<file path="config.mk">
export PLATFORM = sky130hd
export DESIGN_NAME = consmax_seq_ctrl
export DESIGN_NICKNAME = d
export VERILOG_FILES = /design/src/rtl/consmax_seq_ctrl.sv
export SDC_FILE = /design/constraint.sdc
export NUM_CORES = 1
export LEC_CHECK = 0
export ABC_AREA = 0
export CAP_MARGIN = 20
export CORE_ASPECT_RATIO = 0.7
export CORE_MARGIN = 5
export CORE_UTILIZATION = 47
export CTS_BUF_LIST = sky130_fd_sc_hd__clkbuf_4 sky130_fd_sc_hd__clkbuf_8
export DETAILED_ROUTE_END_ITERATION = 12
export PLACE_DENSITY = 0.76
export RECOVER_POWER = 25
export SKIP_LAST_GASP = 1
export SLEW_MARGIN = 20
export SYNTH_ARGS = -nofsm -noshare
export SYNTH_HDL_FRONTEND = slang
export SYNTH_SLANG_ARGS = --single-unit
</file>
<file path="constraint.sdc">
create_clock -name clk -period 3.5 [get_ports clk]
set_input_delay 0.7 -clock clk [delete_from_list [all_inputs] [get_ports clk]]
set_output_delay 0.7 -clock clk [all_outputs]
set_load 0.05 [all_outputs]
</file>
<file path="src/rtl/consmax_seq_ctrl.sv">
`default_nettype none
// ============================================================================
//  Module   : consmax_seq_ctrl
//  Purpose  : Sequencer in front of the consmax datapath. LOAD streams the
//             exponent LUT into consmax; RUN forwards one row of scores with
//             a fixed shift, then drains, counts and flags the results.
//  Revision : 1.0  initial release
// ============================================================================
module consmax_seq_ctrl #(
    parameter int IDATA_BIT = 8,
    parameter int ODATA_BIT = 8,
    parameter int CDATA_BIT = 8,
    parameter int LUT_DATA  = 16,
    parameter int LUT_ADDR  = 4,
    parameter int ROW_BIT   = 10,
    parameter int DRAIN_TO  = 64
) (
    input  logic                  clk,
    input  logic                  rstn,
    input  logic                  cmd_load,
    input  logic                  cmd_run,
    input  logic [ROW_BIT-1:0]    cfg_row_len,
    input  logic [CDATA_BIT-1:0]  cfg_shift,
    input  logic [LUT_DATA-1:0]   lut_in_data,
    input  logic                  lut_in_valid,
    output logic                  lut_in_ready,
    input  logic [IDATA_BIT-1:0]  in_data,
    input  logic                  in_valid,
    output logic                  in_ready,
    output logic [CDATA_BIT-1:0]  csm_shift,
    output logic                  csm_lut_wen,
    output logic [LUT_ADDR:0]     csm_lut_waddr,
    output logic [LUT_DATA-1:0]   csm_lut_wdata,
    output logic [IDATA_BIT-1:0]  csm_idata,
    output logic                  csm_idata_valid,
    input  logic [ODATA_BIT-1:0]  csm_odata,
    input  logic                  csm_odata_valid,
    output logic [ODATA_BIT-1:0]  out_data,
    output logic                  out_valid,
    output logic                  out_last,
    output logic                  busy,
    output logic                  done,
    output logic                  err_timeout,
    output logic                  err_stray
);

    // LUT index spans both halves of the consmax table, so it is one bit wider
    // than LUT_ADDR and wraps to zero after the final word.
    localparam int                   LUT_CNT_W = LUT_ADDR + 1;
    localparam logic [LUT_CNT_W-1:0] LUT_LAST  = {LUT_CNT_W{1'b1}};
    localparam int                   IDLE_W    = $clog2(DRAIN_TO + 1);
    localparam logic [IDLE_W-1:0]    IDLE_LAST = IDLE_W'(DRAIN_TO - 1);

    typedef enum logic [1:0] {
        S_IDLE  = 2'd0,
        S_LOAD  = 2'd1,
        S_RUN   = 2'd2,
        S_DRAIN = 2'd3
    } state_t;

    state_t                state;
    state_t                state_nxt;
    logic [LUT_CNT_W-1:0]  lut_cnt;
    logic [ROW_BIT-1:0]    row_len;
    logic [ROW_BIT-1:0]    in_cnt;
    logic [ROW_BIT-1:0]    out_cnt;
    logic [IDLE_W-1:0]     idle_cnt;

    logic lut_acc;
    logic in_acc;
    logic start_load;
    logic start_run;
    logic load_fin;
    logic in_last;
    logic row_fin;
    logic drain_to_hit;
    logic out_room;

    assign lut_in_ready = (state == S_LOAD);
    assign in_ready     = (state == S_RUN) && (in_cnt < row_len);
    assign busy         = (state != S_IDLE);

    assign lut_acc      = lut_in_ready && lut_in_valid;
    assign in_acc       = in_ready && in_valid;
    // Load has priority when both commands arrive together.
    assign start_load   = (state == S_IDLE) && cmd_load;
    assign start_run    = (state == S_IDLE) && !cmd_load && cmd_run && (cfg_row_len != '0);
    assign load_fin     = lut_acc && (lut_cnt == LUT_LAST);
    assign in_last      = in_acc && (in_cnt == row_len - ROW_BIT'(1));
    assign row_fin      = (state == S_DRAIN) && (out_cnt == row_len);
    assign drain_to_hit = (state == S_DRAIN) && !row_fin && !csm_odata_valid &&
                          (idle_cnt == IDLE_LAST);
    assign out_room     = ((state == S_RUN) || (state == S_DRAIN)) && (out_cnt < row_len);

    // State register.
    always_ff @(posedge clk or negedge rstn) begin
        if (!rstn) begin
            state <= S_IDLE;
        end else begin
            state <= state_nxt;
        end
    end

    // Next-state decode.
    always_comb begin
        state_nxt = state;
        unique case (state)
            S_IDLE: begin
                if (start_load) begin
                    state_nxt = S_LOAD;
                end else if (start_run) begin
                    state_nxt = S_RUN;
                end
            end
            S_LOAD: begin
                if (load_fin) begin
                    state_nxt = S_IDLE;
                end
            end
            S_RUN: begin
                if (in_last) begin
                    state_nxt = S_DRAIN;
                end
            end
            S_DRAIN: begin
                if (row_fin || drain_to_hit) begin
                    state_nxt = S_IDLE;
                end
            end
            default: state_nxt = S_IDLE;
        endcase
    end

    // Datapath: LUT write port, score forwarding, result capture, counters, flags.
    always_ff @(posedge clk or negedge rstn) begin
        if (!rstn) begin
            lut_cnt         <= '0;
            row_len         <= '0;
            in_cnt          <= '0;
            out_cnt         <= '0;
            idle_cnt        <= '0;
            csm_shift       <= '0;
            csm_lut_wen     <= 1'b0;
            csm_lut_waddr   <= '0;
            csm_lut_wdata   <= '0;
            csm_idata       <= '0;
            csm_idata_valid <= 1'b0;
            out_data        <= '0;
            out_valid       <= 1'b0;
            out_last        <= 1'b0;
            done            <= 1'b0;
            err_timeout     <= 1'b0;
            err_stray       <= 1'b0;
        end else begin
            csm_lut_wen     <= lut_acc;
            csm_idata_valid <= in_acc;
            out_valid       <= 1'b0;
            out_last        <= 1'b0;
            done            <= load_fin || row_fin;

            if (start_load) begin
                lut_cnt <= '0;
            end else if (lut_acc) begin
                csm_lut_waddr <= lut_cnt;
                csm_lut_wdata <= lut_in_data;
                lut_cnt       <= lut_cnt + LUT_CNT_W'(1);
            end

            if (start_run) begin
                row_len   <= cfg_row_len;
                csm_shift <= cfg_shift;
                in_cnt    <= '0;
            end else if (in_acc) begin
                csm_idata <= in_data;
                in_cnt    <= in_cnt + ROW_BIT'(1);
            end

            if (start_load || start_run) begin
                err_timeout <= 1'b0;
                err_stray   <= 1'b0;
            end

            // Results only count while a row is open and not yet complete;
            // anything else from consmax is unexpected.
            if (start_run) begin
                out_cnt <= '0;
            end else if (csm_odata_valid) begin
                if (out_room) begin
                    out_data  <= csm_odata;
                    out_valid <= 1'b1;
                    out_last  <= (out_cnt == row_len - ROW_BIT'(1));
                    out_cnt   <= out_cnt + ROW_BIT'(1);
                end else begin
                    err_stray <= 1'b1;
                end
            end

            // Idle watchdog runs only in DRAIN and restarts on every result.
            if ((state == S_DRAIN) && !csm_odata_valid) begin
                idle_cnt <= idle_cnt + IDLE_W'(1);
            end else begin
                idle_cnt <= '0;
            end

            if (drain_to_hit) begin
                err_timeout <= 1'b1;
            end
        end
    end

endmodule
`default_nettype wire
</file>
Yosys cells after proc, flatten, opt, wreduce, memory -nomap -nowiden:

Index checks and enable logic that the tools add are counted.
W data, S select, Z words.

* logic and storage cells: 100
* output and inout bits: 55
* register bits after elaboration: 96

* multiplexer cells: 26
* reduce and logical (&&, ||, !) cells: 35
* eq/ne operators: 12
* bitwise logic cells: 2
* $lt $le $gt $ge: 2
* $add $sub $neg: 5

Operators by type and width (number)
* $mux W10: 5
* $eq A10 B10 Y1: 3
* $add A10 B1 Y10 const B: 2
* $lt A10 B10 Y1: 2
* $logic_and A1 B1 Y1: 15
* $mux W1: 12
* $reduce_bool A2 Y1: 6
* $mux W2: 5
* $mux W5: 2
* $reduce_bool A10 Y1: 1
* $sub A10 B1 Y10 const B: 1
* $pmux W2 S4: 1
* $add A7 B1 Y7 const B: 1
* $eq A7 B6 Y1 const B: 1
* $mux W7: 1
* $reduce_and A2 Y1: 3
* $add A5 B1 Y5 const B: 1
* $eq A5 B5 Y1 const B: 1
* $eq A2 B2 Y1 const B: 2
* $logic_or A1 B1 Y1: 4
* $ne A2 B1 Y1 const B: 2
* $reduce_and A4 Y1: 1
* $logic_not A1 Y1: 3
* $ne A3 B3 Y1 const B: 1
* 5 further kinds: 6

Depth between registers and ports, before layout:

Gate-level depths: netlist of the first run.

* depth in word-level cells: 9
* mapped depth: 10
* gate-level depth less buffers: 9

Worst setup path after synthesis of the first run:

No wires, ideal clock.

* path type: reg-to-output
* start: register row_len[7]
* end: output port in_ready
* required time: 2.800 ns
* path slack: 0.757 ns
* arrival: 2.043 ns
* stages on the path, launching flop included: 7
* cell sequence: dfrtp_1 > inv_1 > ha_1 > a211o_1 > a21oi_1 > a31oi_1 > nor2_1

* cells in the longest elaborated chain, start to end: 2

Ends and longest elaborated chain
* from (decl): RTL line 64 `logic [ROW_BIT-1:0] row_len;`
* from (signal assigned): RTL line 170 `row_len <= cfg_row_len;`
* $lt A10 B10 Y1: RTL line 80 `assign in_ready = (state == S_RUN) && (in_cnt < row_len);`
* $logic_and A1 B1 Y1: RTL line 80
* to (decl): RTL line 29 `output logic in_ready,`

Every way passes these cells.

Worst setup path after layout of the first run:

* start: register row_len[4]
* end: output port in_ready

The elaborated chain is that of the path after synthesis.

==> results of run 1 <==
## sequential cells by signal, summed over array words and instances, names as in the netlist, 2 cells and up
signal / count
csm_lut_wdata: 16
in_cnt: 10
out_cnt: 10
row_len: 10
csm_idata: 8
csm_shift: 8
out_data: 8
idle_cnt: 7
csm_lut_waddr: 5
lut_cnt: 5
state: 2
## critical path: stages (launching register included)
cell and delay (ps):
dfrtp_1 490, inv_1 170, ha_1 330, and4_1 200
o21ai_0 120, a31oi_1 160, nor2_1 100, dlymetal6s2s_1 420
## metal layers
| metal | share of wire (%) | global-route usage, % | vias to the layer above |
|---|---|---|---|
| met1 | 47 | 29.5 | 1955 |
| met2 | 44 | 29.2 | 133 |
| li1 | - | - | 1959 |
| met3 | 7.9 | 6.60 | 13 |
| met4 | 1.2 | 5.14 | 0 |
| met5 | 0 | 0 | - |
## how the worst max path moves through the flow
stage,endpoint,slack (ps),depth (start not counted)
3_5_place_dp,in_ready,480,7
3_3_place_gp,in_ready,550,7
4_1_cts,in_ready,60,7
6_report,in_ready,440,7
5_1_grt,out_cnt[5],260,8
2_1_floorplan,in_ready,760,6
## what timing repair did
action,in CTS,in global routing
gates resized for setup,0,1
setup endpoints to repair,0,1
setup buffers,0,0
## power by group
| group | total, W | internal [W] | switching [W] |
|---|---|---|---|
| sequential | 0.00173 | 0.00142 | 0.000317 |
| combinational | 0.00221 | 0.000841 | 0.00137 |
| clock | 0.000768 | 0.000344 | 0.000423 |
| total | 0.00471 | 0.00260 | 0.00211 |
## metrics by stage
stage,instance area [um2],cells,hold slack [ps],power [W],setup WS (ps)
CTS,6350,751,488,0.00474,59.0
finish,6350,751,482,0.00471,441
global route,6350,751,515,0.00501,257
global placement,6140,735,457,0.00390,554
detailed placement,6140,735,462,0.00395,477
floorplan,4850,500,404,0.00317,757
## cell type report
type | count | area [um2]
flip-flops and latches | 96 | 2400
inverters | 22 | 82.6
clock buffers | 9 | 124
repair buffers | 120 | 1190
clock inverters | 7 | 83.8
fillers | 854 | 3850
multi-input cells | 365 | 2300
well taps | 132 | 165
## logic make-up after synthesis
logic type / after synthesis / share of synthesized area (%)
AOI/OAI and AO/OA: 73 / 10.0
adders and majority gates: 26 / 6.71
buffers and inverters: 39 / 3.02
DFF: 96 / 49.5
muxes: 17 / 3.95
and+or+nand+nor: 215 / 20.6
xor gates and xnor gates: 34 / 6.14
## layout by cell type, fill, tap and decap left out, types with 4 or more instances in the layout
| cell type | n |
|---|---|
| a21o_1 | 5 |
| a21oi_1 | 11 |
| a31oi_1 | 4 |
| buf_4 | 8 |
| clkbuf_8 | 9 |
| clkdlybuf4s50_1 | 109 |
| dfrtp_1 | 96 |
| ha_1 | 26 |
| inv_1 | 21 |
| mux2_2 | 17 |
| nand2_1 | 116 |
| nand3_1 | 12 |
| nand4_1 | 12 |
| nor2_1 | 33 |
| nor4_1 | 10 |
| o211ai_1 | 5 |
| o21ai_0 | 22 |
| o311ai_0 | 4 |
| or3_1 | 4 |
| or4_1 | 4 |
| xnor2_1 | 27 |
| xor2_1 | 7 |
==> reports/summary.txt, run 1 <==
outcome = finished with violations
failing checks = capacitance limit, slew limit
Final ANT Viol Nets = 0
grt total ovfl = 0
Clk pin slew, worst setup/hold paths = 100 ps
period utilization = 87.4%
Critical Path AT = 2360 ps
clk root buf = clkbuf_8
clk sinks = 96
ratio of cells with drive above 1 in the final layout = 7.92%
Post-synth top cells = nand2_1 (116), dfrtp_1 (96), nor2_1 (33), xnor2_1 (27), ha_1 (26)
drt total wl = 12100 um
post-synthesis sequential area ratio = 49.5%
Least-Margin Pin Slew = 2160 ps
Leakage Power = 2.85 nW
count leader, synth = nand2_1
Bufs on Longest Clock Path = 2
hpwl dp = 9050 um
CP startpoint kind = flip-flop
Worst Setup SP = row_len[4]
DR vias/cell = 5.41
EDFF count, synth = 0
core area = 0.0102 mm2
CTS Hold Bufs = 0
CTS tree = yes
WHS Endpoint = csm_lut_waddr[3]
post-synth top area share = 49.5%
HP Class = flip-flop to flip-flop
die span in y = 95.0 um
setup TNS = 0 ps
fin. max-slew vios = 88
RSZ-0062 raised after global routing = false
flop-to-flop setup slack = 600 ps
Layout Nets = 697
DRC = 0
maximum VDD drop = 0.499 mV
CTS Buf Count = 9
RD Place Congestion = 0.936
final setup vio count = 0
vias in the first global route = 4017
Die X = 131 um
top post-synthesis cells by area = dfrtp_1 (50%), nand2_1 (9.0%), ha_1 (6.7%)
Worst EP required = 2800 ps
post-layout min period = 3060 ps
cells after synthesis = 500
Antenna Cells = 0
Post-Route Utilization = 62.2%
gr usage total = 20.3%
Starting Density = 47.5%
Synth Flop Type = dfrtp_1
DRT iter0 DRCs = 279
I/O Buffers = 111
Async SR Flop Fraction = 100%
Rel. slew slack = -44.2%
clk_lat worst skew = 370 ps
IO Pins = 112
Max Clk Rate = 0.327 GHz
die footprint = 0.0125 mm2
total iterations of the first detailed-routing run = 4
Via Count = 4060
Syn Nets = 583
Setup Skew = 13.9 ps
PwrDens = 742 mW/mm2
leading area contributor after synthesis = dfrtp_1
largest net degree at the start of global routing = 88
syn_area_per_cell = 9.70 um2
DR WL/cell = 16.1 um
Crit Reg-Reg Endpoint = out_cnt[5]
first-pass GRT wire length = 20600 um
max-cap violations = 1
post-synthesis cell area = 0.00485 mm2
Max FO, Critical Path = 8
Yosys reg bits = 96
std cell rows = 31
FF-to-FF path depth = 8
area delta synth->final = 30.9%
Final Hold Viols = 0
Yosys cell types = 48
crit end category = primary output
initial antenna violation count = 0
FF-to-FF Start = row_len[8]
H-tree levels = 3
hold path depth = 2
Hold Crit Start = csm_lut_waddr[3]
YS warnings = 0
kind of critical path = flip-flop to primary output
(Power assumes the default switching activity.)
==> inputs of run 2 (changes only) <==
--- a/config.mk
+++ b/config.mk
@@ -7,12 +7,14 @@
 export LEC_CHECK = 0
 export ABC_AREA = 0
 export CAP_MARGIN = 20
+export CELL_PAD_IN_SITES_DETAIL_PLACEMENT = 1
+export CELL_PAD_IN_SITES_GLOBAL_PLACEMENT = 1
 export CORE_ASPECT_RATIO = 0.7
 export CORE_MARGIN = 5
-export CORE_UTILIZATION = 47
+export CORE_UTILIZATION = 39
 export CTS_BUF_LIST = sky130_fd_sc_hd__clkbuf_4 sky130_fd_sc_hd__clkbuf_8
 export DETAILED_ROUTE_END_ITERATION = 12
-export PLACE_DENSITY = 0.76
+export PLACE_DENSITY_LB_ADDON = 0.1
 export RECOVER_POWER = 25
 export SKIP_LAST_GASP = 1
 export SLEW_MARGIN = 20
==> reports/summary.txt, run 2 (synthesis gave the netlist of run 1 again) <==
outcome = complete, no violations
CTS tree = yes
Setup Skew = 10.8 ps (-3.09 ps)
clk_lat worst skew = 370 ps (about the same)
Setup Fix Bufs, Post-CTS = 0 (unchanged)
first-pass GRT wire length = 23400 um (+13%)
Final ANT Viol Nets = 0 (unchanged)
post-layout min period = 3150 ps (+93.6 ps)
IO Pins = 112 (unchanged)
Max FO, Critical Path = 6 (-2)
CP startpoint kind = flip-flop
RD Place Congestion = 0.872 (-6.7%)
worst slack, placed = 392 ps (-85.1 ps)
largest net degree at the start of global routing = 60 (-32%)
Largest delay share family, worst path = simple AND/OR/NAND/NOR gates
CTS Buf Count = 9 (unchanged)
CP bufs+invs = 0 (-2)
Final Hold Viols = 0 (unchanged)
commonest non-fill, non-tap cell in the layout = nand2_1
most frequent cells in the layout = nand2_1 (116), clkdlybuf4s50_1 (109), dfrtp_1 (96)
Multi-input gate area = 0.00230 mm2 (unchanged)
FILL cells = 1388 (+63%)
register area = 0.00240 mm2 (unchanged)
Starting Density = 39.4% (-8.1 points)
DRT iter0 DRCs = 192 (-31%)
DR vias/cell = 5.29 (-2.2%)
WP depth = 6 (-1)
register with the most flip-flops = csm_lut_wdata
I/O Buffers = 111 (unchanged)
Antenna Cells = 0 (unchanged)
vias in the first global route = 4451 (+11%)
Die X = 143 um (+9.0%)
period utilization = 90.1% (+2.7 points)
H-tree levels = 3 (unchanged)
DRC = 0 (unchanged)
WHS = 478 ps (-4.15 ps)
clk root buf = clkbuf_8
kind of critical path = flip-flop to flip-flop
maximum VDD drop = 0.435 mV (-13%)
Clk pin slew, worst setup/hold paths = 100 ps (about the same)
FF-to-FF path depth = 6 (-2)
post-route setup slack = 348 ps (-93.6 ps)
max reg flops = 16 (unchanged)
DR WL/cell = 18.2 um (+13%)
initial antenna violation count = 0 (unchanged)
area delta synth->final = 31.0% (about the same)
core area = 0.0123 mm2 (+21%)
RSZ-0062 raised after global routing = false
gr usage total = 20.0% (-0.25 points)
PwrDens = 740 mW/mm2 (-0.15%)
die span in y = 103 um (+8.7%)
HP Class = flip-flop to flip-flop
Layout Nets = 698 (+0.14%)
crit end category = flip-flop
final setup vio count = 0 (unchanged)
Max Clk Rate = 0.317 GHz (-3.0%)
Rel. slew slack = 1.38% (+46 points)
ratio of cells with drive above 1 in the final layout = 8.06% (+0.15 points)
hold path depth = 2 (unchanged)
Most common cell on crit path = xnor2_1
clk sinks = 96 (unchanged)
drt total wl = 14200 um (+17%)
fin. max-slew vios = 0 (-100%)
Bufs on Longest Clock Path = 2 (unchanged)
grt total ovfl = 0 (unchanged)
max-cap violations = 0 (-1)
die footprint = 0.0148 mm2 (+19%)
CTS Hold Bufs = 0 (unchanged)
total iterations of the first detailed-routing run = 6 (+2)
Least-Margin Pin Slew = 1480 ps (-684 ps)
Worst EP required = 3710 ps (+910 ps)
Resized Gates After CTS = 0 (unchanged)
max incr delay on CP = 620 ps (+130 ps)
CP max-delay cell = or4_4
setup TNS = 0 ps (unchanged)
Critical Path AT = 3360 ps (+1000 ps)
hpwl dp = 10900 um (+20%)
std cell rows = 34 (+9.7%)
Leakage Power = 2.83 nW (-0.54%)
Via Count = 4135 (+1.8%)
CP cell instances = or4_4 -> nor4_1 -> xnor2_1 -> xnor2_1 -> or4_1 -> a2111oi_2
[run 2: metal layers]
metal,vias to the layer above,part of all wire [%],GRT usage [%]
met1,2070,49,28.7
met4,0,0.86,3.33
met3,10,6.6,6.53
met5,-,0,0
met2,99,43,30.3
li1,1956,-,-
[run 2: stage by stage]
step                      cell area, um2  std cells  util, %  total power (W)
after floorplan                     4850        500        -          0.00317
after global placement              6180        766     50.3          0.00394
after detailed placement            6180        766     50.3          0.00402
after CTS                           6370        782     51.8          0.00475
after global routing                6350        782     51.7          0.00502
final                               6350        782     51.7          0.00470
[run 2: power breakdown]
part / switching [W] / internal, W / total (W)
Combinational: 0.00142 / 0.000848 / 0.00226
Clock: 0.000421 / 0.000275 / 0.000697
Sequential: 0.000328 / 0.00142 / 0.00174
Total: 0.00216 / 0.00254 / 0.00470
[run 2: worst paths after layout]
kind / slack (ps) / end / startpoint
max: 350 / out_last / row_len[2]
min: 480 / csm_shift[7] / csm_shift[7]
max reg2reg: 350 / out_last / row_len[2]
min reg2reg: 480 / csm_shift[7] / csm_shift[7]
max in group asynchronous: 1110 / out_last / rstn
min in group asynchronous: 670 / csm_idata[2] / rstn
[run 2: worst reg2reg max path: stages, from the launching register on]
cell and delay, ps:
dfrtp_1 460, or4_4 620, nor4_1 500, xnor2_1 280
xnor2_1 180, or4_1 530, a2111oi_2 440
[run 2: cell type report]
| type | count | area share, % |
|---|---|---|
| flip-flops and latches | 96 | 37.8 |
| multi-input cells | 365 | 36.2 |
| repair buffers | 121 | 18.6 |
| well taps | 162 | 3.19 |
| clock buffers | 10 | 2.07 |
| inverters | 22 | 1.30 |
| clock inverters | 6 | 0.808 |
